**config.mk**
```make
export PLATFORM = sky130hd
export DESIGN_NAME = slc3_mem_arbiter
export DESIGN_NICKNAME = d
export VERILOG_FILES = /design/src/rtl/slc3_mem_arbiter.sv
export SDC_FILE = /design/constraint.sdc
export NUM_CORES = 1
export LEC_CHECK = 0
export CAP_MARGIN = 20
export CORE_UTILIZATION = 40
export DETAILED_ROUTE_END_ITERATION = 16
export PLACE_DENSITY_LB_ADDON = 0.15
export SETUP_SLACK_MARGIN = 0.3
export SLEW_MARGIN = 20
export SYNTH_ARGS = -nofsm -noshare
export SYNTH_HDL_FRONTEND = slang
export SYNTH_SLANG_ARGS = --single-unit
```
**constraint.sdc**
```tcl
create_clock -name Clk -period 2.2 [get_ports Clk]
set_input_delay 0.22 -clock Clk [delete_from_list [all_inputs] [get_ports Clk]]
set_output_delay 0.22 -clock Clk [all_outputs]
set_load 0.005 [all_outputs]
```
**src/rtl/slc3_mem_arbiter.sv**
```systemverilog
// slc3_mem_arbiter: two-port sequencer for the SLC-3 asynchronous SRAM.
// Port 0 is the CPU MAR/MDR path, port 1 the debug/front-panel loader.
// Each access runs IDLE -> SETUP -> ACCESS (WAIT_CYCLES) -> DONE.
// Optional macro SLC3_ARB_ROUND_ROBIN_EN: round-robin conflict resolution;
// when undefined, port 0 wins every conflict.
module slc3_mem_arbiter #(
  parameter int ADDR_W      = 20,
  parameter int DATA_W      = 16,
  parameter int WAIT_CYCLES = 2
) (
  input  logic              Clk,
  input  logic              Reset_n,
  input  logic              req0,
  input  logic              req1,
  input  logic              we0,
  input  logic              we1,
  input  logic [ADDR_W-1:0] addr0,
  input  logic [ADDR_W-1:0] addr1,
  input  logic [DATA_W-1:0] wdata0,
  input  logic [DATA_W-1:0] wdata1,
  output logic              done0,
  output logic              done1,
  output logic [DATA_W-1:0] rdata,
  output logic              busy,
  output logic              gnt_id,
  output logic [ADDR_W-1:0] ADDR,
  output logic [DATA_W-1:0] sram_dout,
  input  logic [DATA_W-1:0] sram_din,
  output logic              sram_oe_dq,
  output logic              CE_N,
  output logic              OE_N,
  output logic              WE_N,
  output logic              UB_N,
  output logic              LB_N
);

  typedef enum logic [1:0] {S_IDLE, S_SETUP, S_ACCESS, S_DONE} state_t;

  typedef struct packed {
    logic              we;
    logic [ADDR_W-1:0] addr;
    logic [DATA_W-1:0] wdata;
  } req_t;

  localparam logic [3:0] WLOAD = 4'(WAIT_CYCLES - 1);

  state_t     state, nxt;
  logic [3:0] wcnt;
  logic       any_req;
  logic       grant;
  req_t       req_sel;
  req_t       cur_q;

  assign any_req   = req0 | req1;
  assign req_sel   = grant ? '{we1, addr1, wdata1} : '{we0, addr0, wdata0};
  assign ADDR      = cur_q.addr;
  assign sram_dout = cur_q.wdata;

`ifdef SLC3_ARB_ROUND_ROBIN_EN
  // rr_last = port served most recently; reset value 1 lets port 0 win first
  logic rr_last;
  assign grant = (req0 & req1) ? ~rr_last : ~req0;

  // pointer moves on every grant, contested or not
  always_ff @(posedge Clk or negedge Reset_n) begin
    if (!Reset_n)                        rr_last <= 1'b1;
    else if (state == S_IDLE && any_req) rr_last <= grant;
  end
`else
  // fixed priority: port 1 only when port 0 is not asking
  assign grant = ~req0;
`endif

  // state register
  always_ff @(posedge Clk or negedge Reset_n) begin
    if (!Reset_n) state <= S_IDLE;
    else          state <= nxt;
  end

  // next-state: SETUP and DONE are single cycles, ACCESS runs until wcnt hits 0
  always_comb begin
    nxt = state;
    unique case (state)
      S_IDLE:   if (any_req) nxt = S_SETUP;
      S_SETUP:  nxt = S_ACCESS;
      S_ACCESS: if (wcnt == 4'd0) nxt = S_DONE;
      S_DONE:   nxt = S_IDLE;
      default:  nxt = S_IDLE;
    endcase
  end

  // strobes decode straight from state so a reset releases them at once
  always_comb begin
    CE_N       = 1'b1;
    OE_N       = 1'b1;
    WE_N       = 1'b1;
    sram_oe_dq = 1'b0;
    done0      = 1'b0;
    done1      = 1'b0;
    busy       = (state != S_IDLE);
    unique case (state)
      S_SETUP: begin
        CE_N       = 1'b0;
        sram_oe_dq = cur_q.we;
      end
      S_ACCESS: begin
        CE_N       = 1'b0;
        OE_N       = cur_q.we;
        WE_N       = ~cur_q.we;
        sram_oe_dq = cur_q.we;
      end
      S_DONE: begin
        done0 = ~gnt_id;
        done1 = gnt_id;
      end
      default: ;
    endcase
    UB_N = CE_N;
    LB_N = CE_N;
  end

  // request latch, wait counter and read capture
  always_ff @(posedge Clk or negedge Reset_n) begin
    if (!Reset_n) begin
      cur_q  <= '0;
      gnt_id <= 1'b0;
      wcnt   <= 4'd0;
      rdata  <= '0;
    end else begin
      unique case (state)
        S_IDLE: if (any_req) begin
          cur_q  <= req_sel;
          gnt_id <= grant;
        end
        S_SETUP: wcnt <= WLOAD;
        S_ACCESS: begin
          if (wcnt != 4'd0)   wcnt  <= wcnt - 4'd1;
          else if (!cur_q.we) rdata <= sram_din;
        end
        default: ;
      endcase
    end
  end

endmodule

```
==> flow_summary.ini, run 1 <==
[clock_tree]
cts_sinks = 60
cts_buffer_depth = 2
cts_tree = done
htreeDepth = 3
ctsHoldBuffers = 0
cts-root-buf = clkbuf_8
clk_transition_reported_paths_ns = 0.06
clock_latency_ns = 0.32
cts_buffers = 9

[logic_synthesis]
netlist.area_leader.share_pct = 48.9
synth_nets = 381
yosysSeqAreaShare_pct = 48.9
synth_seq_cells = 60
syn_inst = 281
ys_types = 25
ys.flop_type = dfrtp_1
yosysMostFrequentCell = dfrtp_1
syn_avg_cell_area_um2 = 10.9
synth_common_cells = dfrtp_1 (60), nand2_1 (43), o21ai_0 (40)
synth_area_um2 = 3070
synthTopCellsByArea = dfrtp_1 (49%), mux2i_1 (13%), buf_4 (9.3%), o21ai_0 (6.5%), nand2_1 (5.3%)
synth_top_area_cell = dfrtp_1
async_flop_share_pct = 100
yosys_warnings = 0
synth_edf_count = 0

[grt]
globalRoute.busiestLayer = met2
track_usage_pct = 17.6
use_met3_pct = 7.40
grt_pass1_wl_mm = 10.4
met1_usage_pct = 21.5
overflow = 0
antenna_found_initial = 0
grt_max_degree = 77
grt_pass1_vias = 2169
use_met2_pct = 27.5

[hold_path]
min_path_type = input port to asynchronous set/reset pin

[critical_path]
arrival_ns = 1.65
crit_fanout = 10
startpoint_type = register
crit_slowest_cell = clkdlybuf4s50_1
cp_data_required_time_ns = 1.98
rrSetupSlack_ns = 0.36
regToRegStartpoint = wcnt[1]
worst-path-buf-inv = 2
cp_cell_sequence = buf_4, ha_4, nand2b_1, clkdlybuf4s50_1
r2r-end = rdata[11]
end_kind = output port
max_stage_delay_ns = 0.50
path_delay_family = buffers and inverters
criticalPathCategory = register to output port
ff2ff_path_depth = 6

[place]
gp_congestion = 0.722
placement.io_buffers = 155
dpl.hpwl_mm = 5.00

[pwr]
swShare_pct = 30.4
clock_power_share_pct = 16.2
p_comb_share_pct = 49.4
net-switching-power_mw = 1.72
total_power_mw = 5.67
p_int_mw = 3.95
powerDensity_nw_per_um2 = 1210
p_leak_nw = 2.17
vdd_drop_max_mv = 0.561
seq_power_share_pct = 34.3

[route]
firstDrtPassIters = 4
vias = 2337
route.detailed.drc = 0
via_per_inst = 4.64
drtIter0Drc = 43
wl_mm = 6.81
ant_nets = 0
wl_per_cell_um = 13.5

[timing]
max_freq_mhz = 534
fin_crit_ns = 1.87
relSlewSlack_pct = 49.2
clock_skew_ns = 0.00588
hold_viol = 0
tightest_slew_ns = 0.762
finalSetupViolations = 0
fin_crit_sh_pct = 85.1
report.final.slew_viol_count = 0
setup-tns-final_ns = 0
rsz0062_at_grt = yes

[floorplanning]
dieArea_um2 = 8030
core_area_um2 = 7330
die_x_um = 89.6
initial_core_util_pct = 41.9
pin_count = 156
die_h_um = 89.6
placementRows = 31

[job]
cap_violations = 0

[cells_and_area]
multi_input_area_um2 = 1220
fin_nets = 501
fill_cells = 597
antenna_cells = 0
final_layout_size_suffix_gt1_share_pct = 12.6
synthToLayoutAreaGrowth_pct = 53.3
regArea_um2 = 1500

[status]
status = completed
[layout by cell type, fill, tap and decap left out, types with 4 or more instances in the layout]
cell type	n
clkbuf_8	13
clkdlybuf4s50_1	147
o21ai_0	39
nand2_1	43
mux2i_1	39
mux2_4	10
mux2_2	7
inv_2	4
dlymetal6s2s_1	5
buf_4	5
dfrtp_1	60
[metal layers]
| metal | share of wire (%) | vias to the layer above | routed length, um |
|---|---|---|---|
| li1 | - | 1147 | - |
| met1 | 44 | 1073 | 2980 |
| met2 | 44 | 111 | 2980 |
| met3 | 11 | 6 | 774 |
| met4 | 1.1 | 0 | 77 |
| met5 | 0 | - | 0 |
[how the worst max path moves through the flow]
stage | startpoint | end | depth (start not counted)
floorplan | wcnt[0] | rdata[10] | 7
global placement | wcnt[0] | rdata[7] | 6
detailed placement | wcnt[0] | rdata[12] | 6
CTS | state[0] | OE_N | 4
global route | state[1] | OE_N | 4
finish | state[1] | OE_N | 4
[cells by family (layout without fill, tap and decap cells)]
family | Yosys count | count (layout) | share of synthesized area [%]
fa+ha+maj | 6 | 6 | 2.44
simple gates | 56 | 56 | 8.11
compound gates | 43 | 43 | 7.33
flops | 60 | 60 | 48.9
mux | 56 | 56 | 20.2
buf+inv | 60 | 184 | 13.1
[layout make-up]
cell class / count / area share (%)
Timing Repair Buffer: 163 / 35.1
Sequential cell: 60 / 31.9
Inverter: 6 / 0.478
Multi-Input combinational cell: 161 / 26.0
Clock inverter: 1 / 0.106
Clock buffer: 14 / 3.88
Tap cell: 99 / 2.63
[sequential cells by signal, summed over array words and instances (netlist names)]
name       cells
ADDR          20
cur_q          1
gnt_id         1
rdata         16
sram_dout     16
state          2
wcnt           4
[power groups by stage]
stage / sequential, mW / combinational (mW) / clock [mW]
4_1_cts: 1.95 / 2.78 / 0.959
5_1_grt: 2.02 / 3.12 / 1.01
2_1_floorplan: 1.92 / 1.60 / 0
6_report: 1.95 / 2.81 / 0.921
3_5_place_dp: 1.97 / 2.70 / 0
3_3_place_gp: 1.94 / 2.64 / 0
[per-stage QoR]
stage	hold WS, ns	area, um^2	utilization [%]	std cells	setup WS, ns
after floorplan	-0.0756	3070	-	281	0.332
after global placement	0.428	4420	60.4	485	0.337
after detailed placement	0.431	4420	60.4	485	0.283
after CTS	0.0770	4640	63.4	502	0.292
after global routing	0.123	4710	64.2	504	0.254
final	0.0567	4710	64.2	504	0.327
[worst register-to-register path: stages, from the launching register on]
cell and delay, ns:
dfrtp_1 0.39, inv_1 0.09, ha_4 0.14, or3b_4 0.39, or2_4 0.25, buf_12 0.16
mux2_4 0.30
[repair_timing]
action	4_1_cts	5_1_grt
buffers inserted	2	2
hold endpoints to repair	0	0
resized for setup	6	14
endpoints found under the setup margin	22	23
Note: power is estimated with default switching activity, not from simulation.
==> run 2, diff against run 1 <==
- CAP_MARGIN: 20 -> unset
- clock period: 2.2 -> 2.1 ns (I/O delays scaled with it)
==> flow_summary.ini, run 2 (same netlist as run 1, synthesis figures left out) <==
[status]
status = completed

[cells_and_area]
layout_common_cells = clkdlybuf4s50_1 (146), dfrtp_1 (60), nand2_1 (43)
largest_reg_flops = 20
finalCoreUtilization_pct = 65.3
layout.cells.non_filler = 517
fill_cells = 595
final_common_cell = clkdlybuf4s50_1
antenna_cells = 0
final_layout_size_suffix_gt1_share_pct = 14.6
multi_input_area_um2 = 1210
fin_area_um2 = 4780
synthToLayoutAreaGrowth_pct = 55.8
regArea_um2 = 1500
fin_nets = 513

[grt]
grt_pass1_wl_mm = 10.6
grt_pass1_vias = 2277
overflow = 0
met1_usage_pct = 22.2
globalRoute.busiestLayer = met2
track_usage_pct = 18.0
antenna_found_initial = 0
grt_max_degree = 43
use_met3_pct = 6.95
use_met2_pct = 28.3

[floorplanning]
placementRows = 31
initial_core_util_pct = 41.9
core_area_um2 = 7330
die_h_um = 89.6
dieArea_um2 = 8030
pin_count = 156
die_x_um = 89.6

[critical_path]
criticalPathCategory = register to register
crit_fanout = 8
cp_data_required_time_ns = 2.31
arrival_ns = 2.02
end_kind = register
startpoint_type = register

[route]
ant_nets = 0
wl_mm = 6.92
via_per_inst = 4.51
vias = 2330
firstDrtPassIters = 5
wl_per_cell_um = 13.4
drtIter0Drc = 71
route.detailed.drc = 0

[clock_tree]
cts_buffer_depth = 2
cts_buffers = 9
cts_sinks = 60
clock_latency_ns = 0.32
cts-root-buf = clkbuf_8
htreeDepth = 3
cts_tree = done
clk_transition_reported_paths_ns = 0.06

[timing]
fin_ws_ns = 0.286
finalSetupViolations = 0
hold_viol = 0
setup-tns-final_ns = 0
clock_skew_ns = 0.00387
fin_crit_sh_pct = 86.4
relSlewSlack_pct = 69.9
fin_crit_ns = 1.81
report.final.slew_viol_count = 0
rsz0062_at_grt = yes
whs_ns = 0.357
tightest_slew_ns = 0.451
max_freq_mhz = 551

[place]
post-place-ws_ns = 0.243
place_inst = 488
gp_congestion = 0.678
dpl_cell_area_um2 = 4450
dpl.hpwl_mm = 5.13
placement.io_buffers = 155

[hold_path]
min_path_type = input port to register

[job]
cap_violations = 0

[pwr]
p_leak_nw = 2.22
total_power_mw = 6.04
powerDensity_nw_per_um2 = 1260
vdd_drop_max_mv = 0.455
==> run 2: changes by cell type in the layout (fill, tap and decap cells not counted) <==
cell             change
clkdlybuf4s50_1      -1
buf_16               +1
dlymetal6s2s_1       -1
buf_4               +11
buf_12               -1
inv_2                +1
dlygate4sd3_1        +1
inv_1                -1
ha_1                 +1
clkbuf_1             +2
clkbuf_8             -1
dlygate4sd2_1        +2
ha_4                 -1
==> run 2: metal layers <==
layer	up-vias	wire length [um]
met5	-	0
met1	1036	2950
met4	0	79
met3	7	762
met2	116	3120
li1	1171	-
==> run 2: power breakdown <==
| group | internal (mW) | leakage, nW | switching [mW] |
|---|---|---|---|
| sequential | 1.73 | 0.731 | 0.315 |
| clock | 0.525 | 0.0937 | 0.408 |
| combinational | 1.94 | 1.39 | 1.11 |
==> run 2: final cells by class <==
class,count,share of cell area [%]
clock inverter,1,0.105
multi-input combinational,161,25.3
inverter,6,0.471
sequential,60,31.4
timing repair buffer,175,36.5
clock buffer,15,3.69
tap,99,2.59
==> run 2: timing repair <==
action | in CTS | in global routing
hold buffers | 1 | 0
cloned | 1 | 0
pin swaps | 1 | 0
endpoints found under the hold margin | 18 | 0
endpoints found under the setup margin | 23 | 22
setup buffers | 5 | 6
gates resized for setup | 11 | 6
==> run 2: critical path, cell delays in order (launching register included) <==
cell	delay [ns]
dfrtp_1	0.39
inv_2	0.07
ha_4	0.14
or3b_4	0.38
or2_4	0.27
buf_12	0.15
mux2_4	0.29
==> run 2: path summary, 6_finish.rpt <==
path,startpoint,cells after the start,slack (ns),to
setup / recovery,wcnt[1],6,0.29,rdata[3]
hold reg to reg,ADDR[9],2,0.48,ADDR[9]
max in group asynchronous,Reset_n,3,1.09,sram_dout[4]
setup reg to reg,wcnt[1],6,0.29,rdata[3]
min in group asynchronous,Reset_n,2,0.37,rdata[12]
hold / removal,req0,2,0.36,gnt_id
==> run 3, diff against run 2 <==
- SKIP_LAST_GASP: unset -> 1
==> results of run 3 <==
Final layout, timing and power as in run 2 (identical DEF).
